==> src/rtl/mem_access_unit_if.sv <==
// Bundle of the control-path request/response handshake and the data-memory bus.
// slave  : the load/store unit side (takes requests, drives memory).
// master : the requester plus memory side (drives requests, returns read data).
// Signals:
//   req_valid/req_ready/req_op/req_base/req_imm/req_wdata  request handshake and payload
//   resp_valid/resp_rdata/resp_fault                       one-cycle response
//   sp_out                                                 current stack pointer
//   MemR/MemW/mem_addr/mem_wdata/mem_rdata                 data-memory bus
interface mem_access_unit_if #(
    parameter int unsigned ADDR_W = 10
);
    logic              req_valid;
    logic              req_ready;
    logic [1:0]        req_op;
    logic [31:0]       req_base;
    logic [31:0]       req_imm;
    logic [31:0]       req_wdata;
    logic              resp_valid;
    logic [31:0]       resp_rdata;
    logic              resp_fault;
    logic [ADDR_W-1:0] sp_out;
    logic              MemR;
    logic              MemW;
    logic [31:0]       mem_addr;
    logic [31:0]       mem_wdata;
    logic [31:0]       mem_rdata;

    modport slave (
        input  req_valid, req_op, req_base, req_imm, req_wdata, mem_rdata,
        output req_ready, resp_valid, resp_rdata, resp_fault, sp_out,
               MemR, MemW, mem_addr, mem_wdata
    );

    modport master (
        output req_valid, req_op, req_base, req_imm, req_wdata, mem_rdata,
        input  req_ready, resp_valid, resp_rdata, resp_fault, sp_out,
               MemR, MemW, mem_addr, mem_wdata
    );
endinterface

==> src/rtl/mem_access_unit.sv <==
// Load/store unit for the multicycle datapath. Accepts one LD/ST/PUSH/POP at a
// time, computes the word address, owns the stack pointer, drives the data
// memory and returns a single response per request. Address and stack faults
// are answered without any memory access.
// Ports:
//   clk   rising-edge clock
//   rst_n asynchronous active-low reset
//   bus   mem_access_unit_if.slave (request/response handshake + memory bus)
module mem_access_unit #(
    parameter int unsigned ADDR_W  = 10,
    parameter int unsigned MEM_LAT = 1,
    parameter int unsigned SP_INIT = 1023
) (
    input logic              clk,
    input logic              rst_n,
    mem_access_unit_if.slave bus
);

    localparam logic [ADDR_W-1:0] SpInit  = ADDR_W'(SP_INIT);
    localparam logic [2:0]        LatLast = 3'(MEM_LAT);

    typedef enum logic [1:0] {
        StIdle   = 2'd0,
        StAccess = 2'd1,
        StDone   = 2'd2
    } state_e;

    typedef enum logic [1:0] {
        OpLd   = 2'b00,
        OpSt   = 2'b01,
        OpPush = 2'b10,
        OpPop  = 2'b11
    } op_e;

    state_e            state_q, state_d;
    op_e               op_q, op_d;
    logic [2:0]        cnt_q, cnt_d;
    logic [ADDR_W-1:0] sp_q, sp_d;
    logic [ADDR_W-1:0] addr_q, addr_d;
    logic [31:0]       wdata_q, wdata_d;
    logic [31:0]       rdata_q, rdata_d;
    logic              fault_q, fault_d;

    logic [31:0]       ea;
    logic [ADDR_W-1:0] req_addr;
    logic              req_fault;
    logic              op_is_write;

    // Address and fault for the request currently offered on the bus.
    always_comb begin
        ea        = bus.req_base + bus.req_imm;
        req_addr  = ea[ADDR_W-1:0];
        req_fault = (ea >> ADDR_W) != 32'd0;
        case (op_e'(bus.req_op))
            OpPush: begin
                // Pre-decrement: the new top lives one below the current sp.
                req_addr  = sp_q - ADDR_W'(1);
                req_fault = (sp_q == '0);
            end
            OpPop: begin
                req_addr  = sp_q;
                req_fault = (sp_q == SpInit);
            end
            default: ;
        endcase
    end

    assign op_is_write = (op_q == OpSt) || (op_q == OpPush);

    always_comb begin
        state_d        = state_q;
        op_d           = op_q;
        cnt_d          = cnt_q;
        sp_d           = sp_q;
        addr_d         = addr_q;
        wdata_d        = wdata_q;
        rdata_d        = rdata_q;
        fault_d        = fault_q;
        bus.req_ready  = 1'b0;
        bus.resp_valid = 1'b0;
        bus.MemR       = 1'b0;
        bus.MemW       = 1'b0;

        case (state_q)
            StIdle: begin
                bus.req_ready = 1'b1;
                if (bus.req_valid) begin
                    op_d    = op_e'(bus.req_op);
                    rdata_d = '0;
                    fault_d = req_fault;
                    cnt_d   = '0;
                    if (req_fault) begin
                        // Memory bus keeps its previous address/data on a fault.
                        state_d = StDone;
                    end else begin
                        state_d = StAccess;
                        addr_d  = req_addr;
                        wdata_d = bus.req_wdata;
                    end
                end
            end
            StAccess: begin
                if (op_is_write) begin
                    bus.MemW = 1'b1;
                    state_d  = StDone;
                    if (op_q == OpPush) begin
                        sp_d = sp_q - ADDR_W'(1);
                    end
                end else begin
                    bus.MemR = 1'b1;
                    if (cnt_q == LatLast) begin
                        rdata_d = bus.mem_rdata;
                        state_d = StDone;
                        if (op_q == OpPop) begin
                            sp_d = sp_q + ADDR_W'(1);
                        end
                    end else begin
                        cnt_d = cnt_q + 3'd1;
                    end
                end
            end
            StDone: begin
                bus.resp_valid = 1'b1;
                state_d        = StIdle;
            end
            default: state_d = StIdle;
        endcase
    end

    assign bus.resp_rdata = rdata_q;
    assign bus.resp_fault = fault_q;
    assign bus.sp_out     = sp_q;
    assign bus.mem_addr   = 32'(addr_q);
    assign bus.mem_wdata  = wdata_q;

    always_ff @(posedge clk or negedge rst_n) begin
        if (!rst_n) begin
            state_q <= StIdle;
            op_q    <= OpLd;
            cnt_q   <= '0;
            sp_q    <= SpInit;
            addr_q  <= '0;
            wdata_q <= '0;
            rdata_q <= '0;
            fault_q <= 1'b0;
        end else begin
            state_q <= state_d;
            op_q    <= op_d;
            cnt_q   <= cnt_d;
            sp_q    <= sp_d;
            addr_q  <= addr_d;
            wdata_q <= wdata_d;
            rdata_q <= rdata_d;
            fault_q <= fault_d;
        end
    end

endmodule

==> src/flat_wrapper.sv <==
// flat-port wrapper written by rule: the top's interface ports become plain ports
module mem_access_unit_flat 
#(
    parameter int unsigned ADDR_W  = 10,
    parameter int unsigned MEM_LAT = 1,
    parameter int unsigned SP_INIT = 1023
)
  (clk, rst_n, bus_req_valid, bus_req_op, bus_req_base, bus_req_imm, bus_req_wdata, bus_mem_rdata, bus_req_ready, bus_resp_valid, bus_resp_rdata, bus_resp_fault, bus_sp_out, bus_MemR, bus_MemW, bus_mem_addr, bus_mem_wdata);
  mem_access_unit_if #(.ADDR_W(ADDR_W)) bus_i ();
  input logic clk;
  input logic rst_n;
  input wire logic [$bits(bus_i.req_valid)-1:0] bus_req_valid;
  input wire logic [$bits(bus_i.req_op)-1:0] bus_req_op;
  input wire logic [$bits(bus_i.req_base)-1:0] bus_req_base;
  input wire logic [$bits(bus_i.req_imm)-1:0] bus_req_imm;
  input wire logic [$bits(bus_i.req_wdata)-1:0] bus_req_wdata;
  input wire logic [$bits(bus_i.mem_rdata)-1:0] bus_mem_rdata;
  output wire logic [$bits(bus_i.req_ready)-1:0] bus_req_ready;
  output wire logic [$bits(bus_i.resp_valid)-1:0] bus_resp_valid;
  output wire logic [$bits(bus_i.resp_rdata)-1:0] bus_resp_rdata;
  output wire logic [$bits(bus_i.resp_fault)-1:0] bus_resp_fault;
  output wire logic [$bits(bus_i.sp_out)-1:0] bus_sp_out;
  output wire logic [$bits(bus_i.MemR)-1:0] bus_MemR;
  output wire logic [$bits(bus_i.MemW)-1:0] bus_MemW;
  output wire logic [$bits(bus_i.mem_addr)-1:0] bus_mem_addr;
  output wire logic [$bits(bus_i.mem_wdata)-1:0] bus_mem_wdata;
  assign bus_i.req_valid = bus_req_valid;
  assign bus_i.req_op = bus_req_op;
  assign bus_i.req_base = bus_req_base;
  assign bus_i.req_imm = bus_req_imm;
  assign bus_i.req_wdata = bus_req_wdata;
  assign bus_i.mem_rdata = bus_mem_rdata;
  assign bus_req_ready = bus_i.req_ready;
  assign bus_resp_valid = bus_i.resp_valid;
  assign bus_resp_rdata = bus_i.resp_rdata;
  assign bus_resp_fault = bus_i.resp_fault;
  assign bus_sp_out = bus_i.sp_out;
  assign bus_MemR = bus_i.MemR;
  assign bus_MemW = bus_i.MemW;
  assign bus_mem_addr = bus_i.mem_addr;
  assign bus_mem_wdata = bus_i.mem_wdata;
  mem_access_unit #(.ADDR_W(ADDR_W), .MEM_LAT(MEM_LAT), .SP_INIT(SP_INIT)) u_core (.clk(clk), .rst_n(rst_n), .bus(bus_i));
endmodule
==> config.mk <==
export PLATFORM = sky130hd
export DESIGN_NAME = mem_access_unit_flat
export DESIGN_NICKNAME = d
export VERILOG_FILES = /design/src/rtl/mem_access_unit_if.sv /design/src/rtl/mem_access_unit.sv /design/src/flat_wrapper.sv
export SDC_FILE = /design/constraint.sdc
export NUM_CORES = 1
export LEC_CHECK = 0
export ABC_AREA = 1
export CORE_MARGIN = 5
export CORE_UTILIZATION = 40
export DETAILED_ROUTE_END_ITERATION = 8
export MAX_ROUTING_LAYER = met4
export PLACE_DENSITY = 0.78
export SYNTH_ARGS = -nofsm -noshare
export SYNTH_HDL_FRONTEND = slang
export SYNTH_SLANG_ARGS = --single-unit
==> constraint.sdc <==
create_clock -name clk -period 5.7 [get_ports clk]
set_input_delay 1.14 -clock clk [delete_from_list [all_inputs] [get_ports clk]]
set_output_delay 1.14 -clock clk [all_outputs]
set_load 0.005 [all_outputs]
# After elaboration in Yosys (flattened, before gate mapping)
# Cells that the tools add are included.
[op_classes] n_bitwise=1 n_mux=25 n_eq_ne=15 reduce_logical=13 n_addsub=4
[op_table] operator="32-bit two-way mux" n=3
[op_table] operator="32-bit case mux with 2 select lines" n=1
[op_table] operator="10-bit two-way mux" n=4
[op_table] operator="32-bit adder" n=1
[op_table] operator="32-bit nonzero test" n=1
[op_table] operator="10-bit case mux with 2 select lines" n=1
[op_table] operator="4-bit AND reduction" n=3
[op_table] operator="10-bit by 1-bit adder with 10-bit output, second input constant" n=1
[op_table] operator="10-bit == test, second input constant" n=1
[op_table] operator="2-bit == test, second input constant" n=5
[op_table] operator="10-bit zero test" n=1
[op_table] operator="10-bit by 1-bit subtractor with 10-bit output, second input constant" n=1
[op_table] operator="3-bit two-way mux" n=3
[op_table] operator="2-bit two-way mux" n=4
[op_table] operator="2-bit != test, second input constant" n=4
[op_table] operator="1-bit two-way mux" n=6
[op_table] operator="3-bit case mux with 2 select lines" n=1
[op_table] operator="2-bit nonzero test" n=3
[op_table] operator="2-bit by 1-bit == test with 1-bit output, second input constant" n=2
[op_table] operator="2-bit case mux with 2 select lines" n=1
[op_table] operator="2-bit AND reduction" n=2
[op_table] operator="3-bit by 1-bit adder with 3-bit output, second input constant" n=1
[op_table] operator="3-bit by 1-bit == test with 1-bit output, second input constant" n=1
[op_table] operator="3-bit by 1-bit != test with 1-bit output, second input constant" n=1
[op_table] operator="6 further kinds" n=6
[word_totals] elab_cells=66 input_bits=133 regBits=92 out_inout_bits=111

# Logic depth before layout (Yosys ltp)
# Gate-level depths: netlist of run 1.
[logic_depth] ltp_word=6 ltp_mapped=21 depth_no_buf=20

# Worst setup path before layout of run 1
# No wires, ideal clock.
[synth_path] path_type="input port to flip-flop" from="in bus_req_imm[0]" to="reg u_core.wdata_q[23], in the netlist u_core.bus.mem_wdata[23]" t_arrival_ns=3.171 path_stages=19 setup_time_ns=0.117 required_time_ns=5.583 setup_slack_ns=2.412 n_path_buf=1 path_cell_list="ha_1 -> fa_1 -> nand3_1 -> nand3_2 -> nand2_1 -> nand2_1 -> nand3_1 -> nand2_1 -> nand2_1 -> nand2_1 -> nor2_1 -> nand3_1 -> nor2_1 -> nand3_1 -> nand2_4 -> nand3_4 -> buf_6 -> nand2_1 -> nand2_1"
[synth_between] elab_chain_len=5
[synth_lines] item="start: declaration" line_no="flat_wrapper.sv:15" rtl="input wire logic [$bits(bus_i.req_imm)-1:0] bus_req_imm;"
[synth_lines] item="32-bit adder" line_no="mem_access_unit.sv:51" rtl="ea = bus.req_base + bus.req_imm;"
[synth_lines] item="32-bit nonzero test" line_no="mem_access_unit.sv:53" rtl="req_fault = (ea >> ADDR_W) != 32'd0;"
[synth_lines] item="1-bit case mux with 2 select lines" line_no="mem_access_unit.sv:54" rtl="case (op_e'(bus.req_op))"
[synth_lines] item="1-bit inverter (no line)"
[synth_lines] item="3-bit AND reduction (no line)"
[synth_lines] item="end signal: assignment" line_no="mem_access_unit.sv:152" rtl="wdata_q <= wdata_d;"
[synth_lines] item="end: declaration" line_no="mem_access_unit.sv:40" rtl="logic [31:0] wdata_q, wdata_d;"
# No other way between the ends.
# A chain may end at the register's enable or synchronous reset.

# Worst setup path in the final report of run 1
[layout_path] from="in bus_req_imm[0]" to="reg u_core.wdata_q[14], in the netlist u_core.bus.mem_wdata[14]"
# The elaborated chain is that of the path after synthesis.

==> impl_results.md, run 1 <==
- Deepest clock path buffer count: 2
- Vias per cell: roughly 5.1
- Startpoint types: primary input
- Logic pwr share: 0.521
- Initial antenna violation count: 0
- Final Setup Violations: 0
- Internal: 2.29 mW
- Floorplan row count: 48
- CTS clock-pin slew for the worst setup and hold paths: 0.07 ns
- Setup slack after layout: 1.04 ns
- DRT met1 WL: between 9 and 10 mm
- VDD IR-drop max: between 0.2 and 0.3 mV
- Synth unique cells: 35
- Setup TNS: 0 ns
- Most frequent CP cell: nand2_1
- Worst-skew pair later-pin latency: 0.33 ns
- Final Hold Viols: 0
- DRT Pass-1 Iters: 5
- Largest net degree at the start of global routing: 64
- R2R depth: 13
- Worst path max stage delay: approximately 0.51 ns
- H-tree depth: 3
- Pwr dens: about 390 nW/um^2
- Slew margin rel.: 0.166
- Worst-path fanout max: 45
- Hold buffers post-CTS: 0
- Worst-case hold path end point: u_core.addr_q[6]
- Tot GR Track Use: 0.219
- Die width: around 140 um
- Met2 wire length: 11.1 mm
- Period utilisation layout: 0.817
- Required @ worst endpoint: 5.92 ns
- Total wire length: about 23 mm
- Switch share: 0.396
- FF-to-FF Start: u_core.bus.sp_out[0]
- Yosys reg bits: 92
- GRT overflow: 0
- Nets: 1442
- Wire per inst: 15.1 um
- Syn_area_per_cell: 6.59 um^2
- Hold slack: 0.469 ns
- Least-Margin Pin Slew: 1.25 ns
- DP Wirelength: around 18 mm
- Yosys warns: 0
- Clock share of power: 0.171
- Sink Count: 92
- 1st-iter DRT viols: 535
- Hold WC Path Type: flip-flop to flip-flop
- Critical path class: primary input to flip-flop
- Final GP Congestion: 0.977
- Setup Skew: 0.00581 ns
- Tmin final: 4.66 ns
- Initial Utilization: 0.408
- Setup repair bufs after CTS: 0
- Clock root buffer: clkbuf_16
- Global-route wire length before repair: 35.6 mm
- Total power: 3.79 mW
- Share of cells above drive strength 1: 0.0384
- WHS Path Cells: 2
- Outcome: completed
- Post-DRT Antenna Nets: 0
- Die area: approximately 20000 um^2
- Worst setup EP type: flip-flop
- Pre-CTS setup slack: 0.752 ns
- Number of CTS-inserted buffers: 9
- Ports: 244
- Sequential fraction of design power: 0.307
- ANT cells: 0
- Die height: 143 um
- Top routing layer in use: met4
- Vias in the first global route: 7132
- Core Area: 17300 um^2
- P_sw: 1.50 mW
- Reg2reg end: u_core.bus.mem_wdata[14]
- # DRC: 0
- R2R Setup Slk: 2.83 ns
- Area growth from synthesis to layout: 36.8%
- Unrepaired setup endpoints after global routing: no
- Buffers on Ports: 221
- Detail Route met3 WL: 1.64 mm
- TritonCTS clock tree: yes
- Slowest CP cell: nand3_4
- Leakage: 4.97 nW
- Fmax: 215 MHz
- CP arrival: 4.88 ns
- Sequential element share of the synthesized area: 0.328
- Synthesized area: 7050 um^2
- Total of max-cap violations: 0
- Fin. max-slew vios: 0
- HP Start: u_core.addr_q[6]
- Vias: 7598
- Gate Count Post-Synth: 1070
- Cell-by-cell trace of the critical path: clkdlybuf4s50_1 > ha_1 > fa_1 > nand3_1 > nand3_2 > nand3_1 > nand3_1 > nand2_1 > nand2_1 > nand2_1 > nand2_1 > nor2_1 > nand2_1 > nor2_1 > nand3_1 > nand2_4 > nand3_4 > nand2_1 > nand2_1
- Post-CTS Resized: 0
cell families after synthesis:
kind of cell	Yosys count	synth area share
other	1	0.000532
AOI/OAI and AO/OA	107	0.0823
adders and majority gates	39	0.0703
and+or+nand+nor	610	0.368
xor gates and xnor gates	21	0.0261
buffers and inverters	200	0.125
DFF	92	0.328
per-stage QoR:
| stage | area [um^2] | utilization | instances |
|---|---|---|---|
| floorplan | 7130 | - | 1091 |
| global placement | 9320 | 0.539 | 1484 |
| detailed placement | 9320 | 0.539 | 1484 |
| CTS | 9640 | 0.558 | 1500 |
| global route | 9640 | 0.558 | 1500 |
| finish | 9640 | 0.558 | 1500 |
sequential cells by signal (all words and copies together), names as in the netlist:
| register | cells |
|---|---|
| u_core.cnt_q | 3 |
| u_core.bus.mem_wdata | 32 |
| u_core.bus.resp_fault | 1 |
| u_core.state_q | 2 |
| u_core.bus.resp_rdata | 32 |
| u_core.op_q | 2 |
| u_core.bus.sp_out | 10 |
| u_core.addr_q | 10 |
Yosys cell counts, drive strengths merged:
cell    instances  area [um^2]
nand2         394         1490
inv           142          533
dfrtp          82         2050
nand3          74          398
nor2           70          275
o21ai          56          280
nand4          51          319
ha             38          475
buf            37          265
a21oi          33          165
clkbuf         21         80.1
xor2           17          149
nor3           14         70.1
dfstp          10          263
o211ai          7         52.6
o221ai          5         43.8
a31oi           4         25.0
xnor2           4         35.0
and2            3         18.8
nor4            2         12.5
conb            1         3.75
fa              1         20.0
nand3b          1         7.51
nor3b           1         7.51
o21a            1         7.51
o22ai           1         6.26
worst max-delay path by stage:
stage | startpoint | endpoint | slack (ns)
2_1_floorplan | bus_req_imm[0] | u_core.bus.mem_wdata[23] | 2.41
3_3_place_gp | bus_req_imm[0] | u_core.bus.mem_wdata[13] | 0.80
3_5_place_dp | bus_req_imm[0] | u_core.bus.mem_wdata[26] | 0.75
4_1_cts | bus_req_imm[0] | u_core.bus.mem_wdata[14] | 1.09
5_1_grt | bus_req_imm[0] | u_core.bus.mem_wdata[23] | 0.79
6_report | bus_req_imm[0] | u_core.bus.mem_wdata[14] | 1.04
layout make-up:
cell class	count	area, um^2
sequential	92	2310
fill	1694	7650
clock inverter	5	82.6
multi-input combinational	799	3940
tap	225	282
timing repair buffer	226	2250
inverter	142	533
clock buffer	11	243
cell usage in the layout, fill, tap and decap left out:
master / netlist / routed
xnor2_1: 4 / 4
nor2_2: 5 / 7
o21a_1: 1 / 1
inv_1: 136 / 136
nand3b_1: 1 / 1
nor3b_1: 1 / 1
dfrtp_1: 82 / 82
nand4_1: 51 / 51
buf_4: 24 / 6
nor4_1: 2 / 2
xor2_1: 17 / 17
nand2_1: 393 / 393
o22ai_1: 1 / 1
nand3_4: 1 / 1
clkbuf_8: 0 / 1
nand2_4: 1 / 1
o211ai_1: 7 / 7
clkdlybuf4s50_1: 0 / 220
clkbuf_16: 0 / 9
and2_1: 3 / 3
clkinv_2: 0 / 1
dfstp_2: 10 / 10
o221ai_1: 5 / 5
o21ai_0: 56 / 56
inv_6: 0 / 2
inv_2: 6 / 6
ha_1: 38 / 38
bufinv_16: 0 / 2
nand3_2: 3 / 3
nor3_1: 14 / 14
nor2_1: 65 / 63
a31oi_1: 4 / 4
conb_1: 1 / 22
a21oi_1: 33 / 33
fa_1: 1 / 1
clkbuf_1: 20 / 1
nand3_1: 70 / 70
routing by layer:
metal	vias up	GRT usage
met5	-	-
met4	0	0.0610
met3	31	0.0261
met2	304	0.377
met1	3478	0.273
li1	3785	-
worst max-delay path: cells and delay by family:
kind                       cells  cell delay [ns]
buffers and inverters          1             0.41
and+or+nand+nor               16             2.54
adders and majority gates      2             0.76
power groups by stage:
stage	clock network (mW)	registers, mW	logic (mW)
after global placement	0	1.17	1.94
after detailed placement	0	1.17	1.98
final	0.649	1.16	1.98
after CTS	0.660	1.16	1.99
after floorplan	0	1.17	0.974
after global routing	0.689	1.20	2.17
Note: power is estimated with default switching activity, not from simulation.
==> run 2: changes to the inputs <==
Clock period 5.7 ns to 4.6 ns, I/O delays scaled along.
==> run 2 against run 1 <==
Against the previous run:
- die area stayed put
- first-iteration DRC count is 14% lower
- final cell count is 0.20% higher
- combinational power is 24% higher
- final area is 0.23% lower
- routed wire length is 0.92% lower
- sequential share of layout area is 0.056 points higher
- sequential power is 25% higher
- sequential cell count stayed put
- power is 22% higher
- largest cell class unchanged
==> impl_results.md, run 2 (same netlist as run 1, synthesis figures left out) <==
- Final Setup Violations: 0
- M2 GR Usage: 0.372
- P_sw: 1.88 mW
- Clock root buffer: clkbuf_16
- Sink Count: 92
- H-tree depth: 3
- Worst setup EP type: flip-flop
- Internal: 2.73 mW
- Total of max-cap violations: 0
- VDD IR-drop max: 0.282 mV
- Deepest clock path buffer count: 2
- Post-CTS Resized: 0
- Vias in the first global route: 7015
- Area growth from synthesis to layout: 36.4%
- DRT Pass-1 Iters: 5
- Vias per cell: 5.05
- Leakage: 4.96 nW
- Sequential fraction of design power: 0.314
- GRT overflow: 0
- Tmin final: a little over 4 ns
- # DRC: 0
- Unrepaired setup endpoints after global routing: no
- Number of CTS-inserted buffers: 9
- Nets: 1444
- Pwr dens: 479 nW/um^2
- Die height: between 100 and 150 um
- Global-route wire length before repair: 35.2 mm
- GR peak layer: met2
- Hold WC Path Type: flip-flop to flip-flop
- Least-Margin Pin Slew: between 1 and 1.5 ns
- Total power: 4.61 mW
- Period utilisation layout: 0.903
- Most frequent cells in the layout: 393 x nand2_1, 220 x clkdlybuf4s50_1, 136 x inv_1
- Setup TNS: 0 ns
- Logic pwr share: 0.534
- DP Wirelength: 17.9 mm
- GRT met1 Usage: 0.274
- GRT met3 Usage: 0.0238
- Share of cells above drive strength 1: 0.0407
- Required @ worst endpoint: between 4 and 5 ns
- Commonest non-fill, non-tap cell in the layout: nand2_1
- Wire per inst: 15.0 um
- Outcome: completed
- Clock share of power: 0.153
- Post-Layout Inst Area: between 9000 and 10000 um^2
- Initial antenna violation count: 0
- Post-DP Area: roughly 9300 um^2
- Total wire length: 22.5 mm
- Final Hold Viols: 0
- Pre-CTS setup slack: 0.107 ns
- Slew margin rel.: 0.146
- Initial Utilization: 0.408
- Core Area: 17300 um^2
- Die width: 143 um
- Hold buffers post-CTS: 0
- Post-DRT Antenna Nets: 0
- Startpoint types: primary input
- Largest net degree at the start of global routing: 68
- Worst-path fanout max: 43
- Fin. max-slew vios: 0
- 1st-iter DRT viols: 461
- Buffers on Ports: 221
- Worst-skew pair later-pin latency: 0.34 ns
- Critical path class: primary input to flip-flop
- Setup repair bufs after CTS: 0
- CTS clock-pin slew for the worst setup and hold paths: 0.06 ns
- Die area: 20400 um^2
- Setup Skew: 0.00753 ns
- Fmax: between 200 and 250 MHz
- TritonCTS clock tree: yes
- Tot GR Track Use: 0.219
- Vias: 7583
- Setup slack after layout: 0.444 ns
- Final GP Congestion: ~0.97
- Switch share: 0.407
- Ports: 244
- Number of fill cells: 1683
- Floorplan row count: 48
- CP arrival: 4.38 ns
[run 2: cell count changes in the layout (fill, tap and decap cells not counted)]
cell	delta
buf_4	+2
bufinv_16	-2
clkinvlp_4	+2
clkbuf_1	-1
clkinv_4	+1
diode_2	+1
[run 2: metal layers]
layer  part of all wire  vias up
met3              0.075       42
met5                  0        -
met2               0.49      300
met4              0.026        0
met1               0.41     3455
li1                   -     3786
[run 2: layout make-up]
type	count	area (um^2)	area share
inverters	142	533	0.0554
multi-input cells	799	3940	0.410
diodes	1	2.50	0.000260
clock buffers	10	239	0.0248
well taps	225	282	0.0293
flip-flops and latches	92	2310	0.241
clock inverters	6	46.3	0.00481
repair buffers	228	2260	0.235
[run 2: worst paths after layout]
| path | start | endpoint | slack [ns] | cells past startpoint |
|---|---|---|---|---|
| worst max register to register | u_core.bus.sp_out[0] | u_core.bus.mem_wdata[22] | 1.66 | 12 |
| worst min-delay path | u_core.addr_q[0] | u_core.addr_q[0] | 0.47 | 2 |
| worst max-delay path | bus_req_base[0] | u_core.bus.mem_wdata[22] | 0.44 | 19 |
| max in group asynchronous | rst_n | u_core.bus.sp_out[1] | 3.01 | 2 |
| worst min register to register | u_core.addr_q[0] | u_core.addr_q[0] | 0.47 | 2 |
| min in group asynchronous | rst_n | u_core.bus.resp_rdata[16] | 0.68 | 1 |
[run 2: power by group through the flow]
stage	logic, mW	registers, mW	clock network [mW]
6_report	2.46	1.45	0.704
5_1_grt	2.70	1.50	0.755
4_1_cts	2.47	1.45	0.719
3_5_place_dp	2.46	1.46	0
3_3_place_gp	2.41	1.45	0
2_1_floorplan	1.21	1.45	0
[run 2: metrics by stage]
step	util	std cells	hold WS, ns
global route	0.556	1502	0.496
CTS	0.556	1502	0.473
floorplan	-	1091	0.465
detailed placement	0.540	1486	0.458
finish	0.556	1503	0.469
global placement	0.540	1486	0.453
[run 2: critical path, cell delays in order]
cell and delay, ns:
clkdlybuf4s50_1 0.42, ha_1 0.28, fa_1 0.46, nand3_1 0.12, nand3_2 0.13, nand2_1 0.10, nand2_1 0.12, nand3_1 0.12
nand2_1 0.13, nand2_1 0.09, nand2_1 0.05, nor2_1 0.09, nand3_1 0.07, nor2_1 0.14, nand3_1 0.16, nand2_4 0.25
nand3_4 0.43, nand2_1 0.20, nand2_1 0.07
